## src/rtl/gumnut_bus_pkg.sv

```systemverilog
// Shared Gumnut bus definitions: default widths and the data-memory responder state type.
package gumnut_bus_pkg;
    localparam int GUMNUT_ADDR_W = 8;
    localparam int GUMNUT_DATA_W = 8;

    typedef enum logic [1:0] {
        IDLE = 2'd0,
        WAIT = 2'd1,
        ACK  = 2'd2
    } resp_state_t;
endpackage

```

## src/rtl/gumnut_sp_ram.sv

```systemverilog
// Single-port synchronous RAM with read-before-write; contents are never reset.
module gumnut_sp_ram #(
    parameter int DATA_W = 8,
    parameter int DEPTH  = 256,
    parameter int IDX_W  = (DEPTH > 1) ? $clog2(DEPTH) : 1
) (
    input  logic              clk,
    input  logic              en,
    input  logic              we,
    input  logic [IDX_W-1:0]  adr,
    input  logic [DATA_W-1:0] din,
    output logic [DATA_W-1:0] dout
);
    logic [DATA_W-1:0] mem [DEPTH];

    always_ff @(posedge clk) begin
        if (en) begin
            dout <= mem[adr];
            if (we) mem[adr] <= din;
        end
    end
endmodule

```

## src/rtl/gumnut_data_mem_responder.sv

```systemverilog
// Gumnut data-memory bus responder: latches a request, waits WAIT_STATES cycles,
// accesses the RAM on the edge entering ACK and acknowledges for one cycle.
module gumnut_data_mem_responder
    import gumnut_bus_pkg::*;
#(
    parameter int ADDR_W      = GUMNUT_ADDR_W,
    parameter int DATA_W      = GUMNUT_DATA_W,
    parameter int DEPTH       = 256,
    parameter int WAIT_STATES = 1
) (
    input  logic              clk,
    input  logic              rst,
    input  logic              data_cyc_i,
    input  logic              data_stb_i,
    input  logic              data_we_i,
    input  logic [ADDR_W-1:0] data_adr_i,
    input  logic [DATA_W-1:0] data_dat_i,
    output logic [DATA_W-1:0] data_dat_o,
    output logic              data_ack_o
);
    localparam int IDX_W = (DEPTH > 1) ? $clog2(DEPTH) : 1;

    resp_state_t       state, state_nxt;
    logic [3:0]        cnt, cnt_nxt;
    logic [ADDR_W-1:0] lat_adr;
    logic              lat_we;
    logic [DATA_W-1:0] lat_dat;
    logic              req, accept;
    logic [ADDR_W-1:0] acc_adr;
    logic              acc_we;
    logic [DATA_W-1:0] acc_dat;
    logic              in_range, commit, ram_en;
    logic              rd_zero;
    logic [DATA_W-1:0] ram_dout;

    assign req    = data_cyc_i & data_stb_i;
    assign accept = (state == IDLE) & req;

    // With zero wait states the access edge is the acceptance edge, so use the live request.
    assign acc_adr = (state == IDLE) ? data_adr_i : lat_adr;
    assign acc_we  = (state == IDLE) ? data_we_i  : lat_we;
    assign acc_dat = (state == IDLE) ? data_dat_i : lat_dat;

    assign in_range = (32'(acc_adr) < DEPTH);
    assign commit   = (state_nxt == ACK) & ~rst;
    assign ram_en   = commit & in_range;

    always_comb begin
        state_nxt = state;
        cnt_nxt   = cnt;
        case (state)
            IDLE: begin
                if (req) begin
                    if (WAIT_STATES == 0) begin
                        state_nxt = ACK;
                    end else begin
                        state_nxt = WAIT;
                        cnt_nxt   = 4'(WAIT_STATES - 1);
                    end
                end
            end
            WAIT: begin
                if (!req)          state_nxt = IDLE;
                else if (cnt == 0) state_nxt = ACK;
                else               cnt_nxt   = cnt - 4'd1;
            end
            ACK:     state_nxt = IDLE;
            default: state_nxt = IDLE;
        endcase
    end

    always_ff @(posedge clk) begin
        if (rst) begin
            state   <= IDLE;
            cnt     <= '0;
            lat_adr <= '0;
            lat_we  <= 1'b0;
            lat_dat <= '0;
            rd_zero <= 1'b1;
        end else begin
            state <= state_nxt;
            cnt   <= cnt_nxt;
            if (accept) begin
                lat_adr <= data_adr_i;
                lat_we  <= data_we_i;
                lat_dat <= data_dat_i;
            end
            // Out-of-range accesses present zero until the next access.
            if (commit) rd_zero <= ~in_range;
        end
    end

    gumnut_sp_ram #(
        .DATA_W (DATA_W),
        .DEPTH  (DEPTH),
        .IDX_W  (IDX_W)
    ) u_ram (
        .clk  (clk),
        .en   (ram_en),
        .we   (acc_we),
        .adr  (acc_adr[IDX_W-1:0]),
        .din  (acc_dat),
        .dout (ram_dout)
    );

    assign data_ack_o = (state == ACK);
    assign data_dat_o = rd_zero ? '0 : ram_dout;
endmodule

```

## config.mk

```make
export PLATFORM = sky130hd
export DESIGN_NAME = gumnut_data_mem_responder
export DESIGN_NICKNAME = d
export VERILOG_FILES = /design/src/rtl/gumnut_bus_pkg.sv /design/src/rtl/gumnut_sp_ram.sv /design/src/rtl/gumnut_data_mem_responder.sv
export SDC_FILE = /design/constraint.sdc
export NUM_CORES = 2
export LEC_CHECK = 0
export ABC_AREA = 1
export BUFFER_PORTS_ARGS = -buffer_cell sky130_fd_sc_hd__buf_2
export CORE_MARGIN = 4
export CORE_UTILIZATION = 40
export CTS_CLUSTER_DIAMETER = 120
export CTS_CLUSTER_SIZE = 30
export DETAILED_ROUTE_END_ITERATION = 8
export PLACE_DENSITY = 0.63
export SYNTH_ARGS = -nofsm -noshare
export SYNTH_HDL_FRONTEND = slang
export SYNTH_HIERARCHICAL = 1
export SYNTH_SLANG_ARGS = --single-unit
export TNS_END_PERCENT = 50
```

## constraint.sdc

```tcl
create_clock -name clk -period 12.33 [get_ports clk]
set_input_delay 3.0825 -clock clk [delete_from_list [all_inputs] [get_ports clk]]
set_output_delay 3.0825 -clock clk [all_outputs]
set_load 0.05 [all_outputs]
```

* Yosys cells after proc, flatten, opt, wreduce, memory -nomap -nowiden
Memory sizes are Yosys's and may differ from the RTL's. A register that Yosys moved wholly into a read port is not among the register bits. Cells that the tools add are included. W data, S select, Z words.
Word-level totals: register bits 24, memory bits (writable) 2048, input bits 21, output and inout bits 9, word-level logic and storage cells 37, memories kept 1
Cells by class: add/subtract/negate cells 1, equal/unequal tests 6, multiplexer cells 15, bitwise operators 4, reduce and logical (&&, ||, !) cells 4
Memories:
- u_ram.mem | words 256, width 8, read ports 1, clocked after Yosys merged registers in 1, write ports 1, line gumnut_sp_ram.sv:14 | logic [DATA_W-1:0] mem [DEPTH];
Operators by type and width (count):
- $mux W8 | 3
- $mux W4 | 3
- $pmux W4 S2 | 1
- $mux W2 | 3
- $ne A2 B2 Y1 const B | 3
- $eq A2 B2 Y1 const B | 2
- $logic_not A4 Y1 | 1
- $mux W1 | 4
- $pmux W2 S2 | 1
- $reduce_and A4 Y1 | 1
- $sub A4 B1 Y4 const B | 1
- $and A1 B1 Y1 | 3
- $eq A2 B1 Y1 const B | 1
- $logic_not A2 Y1 | 1
- $reduce_bool A2 Y1 | 1
- $not A1 Y1 | 1

* Longest topological paths before layout
word-level depth 8, mapped depth 20, gate-level depth less buffers 16

* Hierarchy
The synthesis kept the hierarchy.
By module, submodules not included:
- gumnut_sp_ram | instances 1, cells an instance 7798, area an instance 84735.0 um^2, seq. area each 61739.2 um^2
- gumnut_data_mem_responder | instances 1, cells an instance 161, area an instance 1208.7 um^2, seq. area each 480.5 um^2

* Least setup slack after synthesis
No wires, ideal clock.
path type register -> register, from reg state[1], to mem u_ram.mem[0][6], data pin, arrival time 10.589 ns, path slack -0.448 ns, stages on the path, launching flop included 4, path buffers 1, path through dfxtp_1 nor2_4 clkbuf_1 o21ai_0
Between the ends: cells in the longest elaborated chain, start to end 2
Ends and longest elaborated chain:
- start: declaration | line gumnut_data_mem_responder.sv:23 | resp_state_t state, state_nxt;
- start signal: assignment | line gumnut_data_mem_responder.sv:81 | state <= state_nxt;
- $logic_not A2 Y1 | line gumnut_data_mem_responder.sv:42 | assign acc_dat = (state == IDLE) ? data_dat_i : lat_dat;
- $mux W8 | line gumnut_data_mem_responder.sv:42
- named net acc_dat[6] | line gumnut_data_mem_responder.sv:31 | logic [DATA_W-1:0] acc_dat;
- end: declaration | line gumnut_sp_ram.sv:14
The timed path passes the listed nets, and every way through them passes these cells.

* Worst setup path after layout
from in data_adr_i[0], to reg u_ram.dout[7], read port of u_ram.mem, data pin
Between the ends: cells in the longest elaborated chain, start to end 1
Ends and longest elaborated chain:
- start: declaration | line gumnut_data_mem_responder.sv:16 | input logic [ADDR_W-1:0] data_adr_i,
- $mux W8 | line gumnut_data_mem_responder.sv:40 | assign acc_adr = (state == IDLE) ? data_adr_i : lat_adr;
- named net acc_adr[0] | line gumnut_data_mem_responder.sv:29 | logic [ADDR_W-1:0] acc_adr;
- end: declaration | line gumnut_sp_ram.sv:12 | output logic [DATA_W-1:0] dout
The timed path passes the listed nets, and every way through them passes these cells. A chain may end at the register's enable or synchronous reset.

==> summary.txt <==
GRT
  • Total GRT Usage: 19.9%
  • Largest net degree at the start of global routing: 193
  • Overflow after GRT: 0
  • Vias in the first global route: 53600
  • First-pass GRT wire length: between 300 and 400 mm
  • Initial antenna violation count: 6

STA
  • Max-slew headroom: 22.9%
  • Max Clk Rate: 136 MHz
  • Slew Viols, Final: 0
  • Fin crit period: 7.36 ns
  • Unrepaired setup endpoints after global routing: no
  • Period utilization: 59.7%
  • Least-Margin Pin Slew: 1.16 ns
  • Skew final: 0.0447 ns
  • Hold Violations, Final: 0
  • Final setup vio count: 0

Floorplan
  • Die Height: 472 um
  • Initial Utilization: around 40%
  • Chip width: 472 um
  • Row count: about 170
  • IO Count: 30
  • Die area: 0.222 sq mm
  • Core Area: 0.213 sq mm

Setup path
  • WP data required: approximately 13 ns
  • Critical path type: primary input to flop
  • Reg-to-reg endpoint: u_ram/dout[7]$_DFFE_PP_
  • Worst setup SP type: primary input
  • FF-to-FF path depth: 20
  • R2R Path Start: state[1]$_SDFF_PP0_
  • Maximum net fanout on the critical path: 168
  • Crit path DAT: 7.98 ns
  • FF-to-FF setup slack: 6.52 ns
  • Critical path endpoint category: flop

Placement
  • Placed cell count: approximately 10000
  • RePlAce Congestion: 0.858
  • Post-DP HPWL: 123 mm
  • Port Buffer Count: 29

Route
  • Drt total wl: 227 mm
  • Vias: 56300
  • DRC viols: 0
  • Routed len/inst: 21.5 um
  • Vias per cell: around 5.3
  • Router iterations before antenna repair: 6
  • Antenna viol nets, final: 0
  • Initial DRC Count: 6242

Synth
  • Synth unique cells: 28
  • Yosys warnings: 6
  • Post-Syn Nets: 7982
  • Mapped Cells: slightly below 8000
  • Syn Area/Cell: approximately 11 sq um
  • #FFs+latches synth: 2080
  • Seq/Total Area, Yosys: 72.4%
  • Post-Syn Area: between 0.08 and 0.09 sq mm

CTS
  • Clk_lat worst skew: 0.75 ns
  • H-tree lvl count: 3
  • Postcts setup bufs: 0
  • CTS tree: done
  • Clock buffer depth: 3
  • Post-CTS resize count: 0
  • Root Buffer Master: clkbuf_16
  • Hold-fix buffers at CTS: 0
  • Reg clk slew, reported paths: between 0.1 and 0.15 ns
  • Clk sink count: 2080
  • Number of buffers created by CTS: 79

Hold path
  • Worst hold path endpoint: lat_adr[3]$_SDFFE_PP0P_
  • Hold depth: 2
  • Min-delay worst type: flop to flop
  • Hold path start: lat_adr[3]$_SDFFE_PP0P_

Finish
  • Layout net count: 7716
  • Finished Layout Cells: about 11000
  • Layout area overhead: 5.69%
  • Layout cells sized above 1: 3.28%

Power
  • Peak supply drop: 0.0972 mV
  • Total chip power: 0.0123 W
  • Pwr Density: between 100 and 150 mW/mm^2
  • Leak: ~34 nW

Run status
  • Status: finished, final reports clean

Job
  • Max-Cap Viols: 0
==> cell usage after synthesis <==
cell / count / area, sq um
buf_1: 39 / 146
nand4_1: 133 / 832
inv_2: 3 / 11.3
buf_6: 5 / 56.3
clkinv_1: 2 / 7.51
inv_4: 1 / 6.26
buf_4: 3 / 22.5
ha_1: 2 / 25.0
nand2_1: 4131 / 15500
dfxtp_1: 24 / 480
nor3_2: 2 / 20.0
edfxtp_1: 2056 / 61700
nor4_1: 2 / 12.5
o21ai_1: 128 / 641
a21oi_1: 1 / 5.00
nor2_2: 1 / 6.26
nand2_4: 1 / 11.3
nor2_4: 2 / 22.5
a21oi_4: 1 / 16.3
o22ai_1: 8 / 50.1
nand2_2: 1 / 6.26
clkbuf_1: 251 / 942
nand3_1: 568 / 2840
o21ai_0: 17 / 85.1
buf_2: 164 / 821
inv_1: 42 / 158
nor2_1: 362 / 1360
o22ai_2: 9 / 113
==> cell families after synthesis <==
logic type               after synthesis  synth area share [%]
AO/OA/AOI/OAI                        164                  1.06
adder cells (fa/ha/maj)                2                0.0291
buffers and inverters                510                  2.53
flip-flops                          2080                  72.4
AND/OR/NAND/NOR                     5203                  24.0
==> routing by layer <==
| metal | global-route usage, % | routed length [um] |
|---|---|---|
| met2 | 31.7 | 105000 |
| met1 | 28.0 | 95600 |
| met3 | 2.89 | 18600 |
| met4 | 6.95 | 7800 |
| met5 | 0 | 0 |
==> registers in the layout (all words and copies together) (netlist names) <==
| register | cells |
|---|---|
| state | 2 |
| rd_zero | 1 |
| u_ram/mem | 2048 |
| cnt | 4 |
| lat_we | 1 |
| lat_dat | 8 |
| u_ram/dout | 8 |
| lat_adr | 8 |
==> worst max-delay path: stages <==
cell and delay (ns):
buf_2 0.10, nand2_1 0.12, o21ai_4 0.08, buf_12 0.31
inv_8 0.79, buf_4 0.83, buf_4 0.74, nand2_1 0.11
nand2_1 0.09, nand2_1 0.05, nand2_1 0.11, nand2_1 0.10
nand2_1 0.17, o21ai_1 0.09, nand2_1 0.19, nor2_1 0.10
nor2_1 0.41, nor2_1 0.17, nand2_1 0.10
==> how the worst max path moves through the flow <==
stage	start	slack, ns	end
floorplan	state[1]$_SDFF_PP0_	-0.45	u_ram/mem[0][6]$_DFFE_PP_
global placement	data_adr_i[0]	4.39	u_ram/dout[7]$_DFFE_PP_
detailed placement	data_adr_i[0]	4.37	u_ram/dout[7]$_DFFE_PP_
CTS	data_adr_i[0]	5.19	u_ram/dout[7]$_DFFE_PP_
global route	data_adr_i[0]	4.76	u_ram/dout[7]$_DFFE_PP_
finish	data_adr_i[0]	4.97	u_ram/dout[7]$_DFFE_PP_
==> cell usage in the layout (no fill, tap or decap) <==
master and count:
a21oi_4 1, nor4_1 1, buf_2 29, nand4_1 133, inv_4 3, nor3_2 2, inv_8 2, nor2_4 8
nand3_1 564, clkinv_4 1, a21oi_1 1, o22ai_1 8, clkbuf_16 83, nor2_1 357, buf_12 12, nor4_2 1
o21ai_0 7, buf_4 74, o21ai_1 128, inv_1 42, clkinv_8 3, edfxtp_1 2056, dfxtp_1 24, nand2_1 4123
nand2_4 1, nand3_2 4, ha_1 2, o21ai_4 10, clkbuf_1 14, o22ai_2 9, nand2_2 9, inv_2 1
diode_2 1
==> stage by stage <==
step,setup slack (ns),hold slack [ns],cell area (sq um),utilization [%],setup TNS [ns]
2_1_floorplan,-0.448,0.442,85900,-,-911.40
6_report,4.97,0.477,90800,42.7,0
3_3_place_gp,4.39,0.455,88600,41.6,0
4_1_cts,5.19,0.478,90800,42.7,0
3_5_place_dp,4.37,0.459,88600,41.6,0
5_1_grt,4.76,0.496,90800,42.7,0
==> cell type report <==
class | count | area (sq um)
sequential | 2080 | 62200
clock buffer | 97 | 2130
antenna | 1 | 2.50
fill | 19800 | 122000
timing repair buffer | 115 | 941
tap | 2821 | 3530
inverter | 48 | 203
multi-input combinational | 5369 | 21800
clock inverter | 4 | 57.6
==> power breakdown <==
group	switching, W	internal [W]
sequential	0.00000190	0.00782
combinational	0.000915	0.000245
clock	0.00205	0.00124
(Power assumes the default switching activity.)
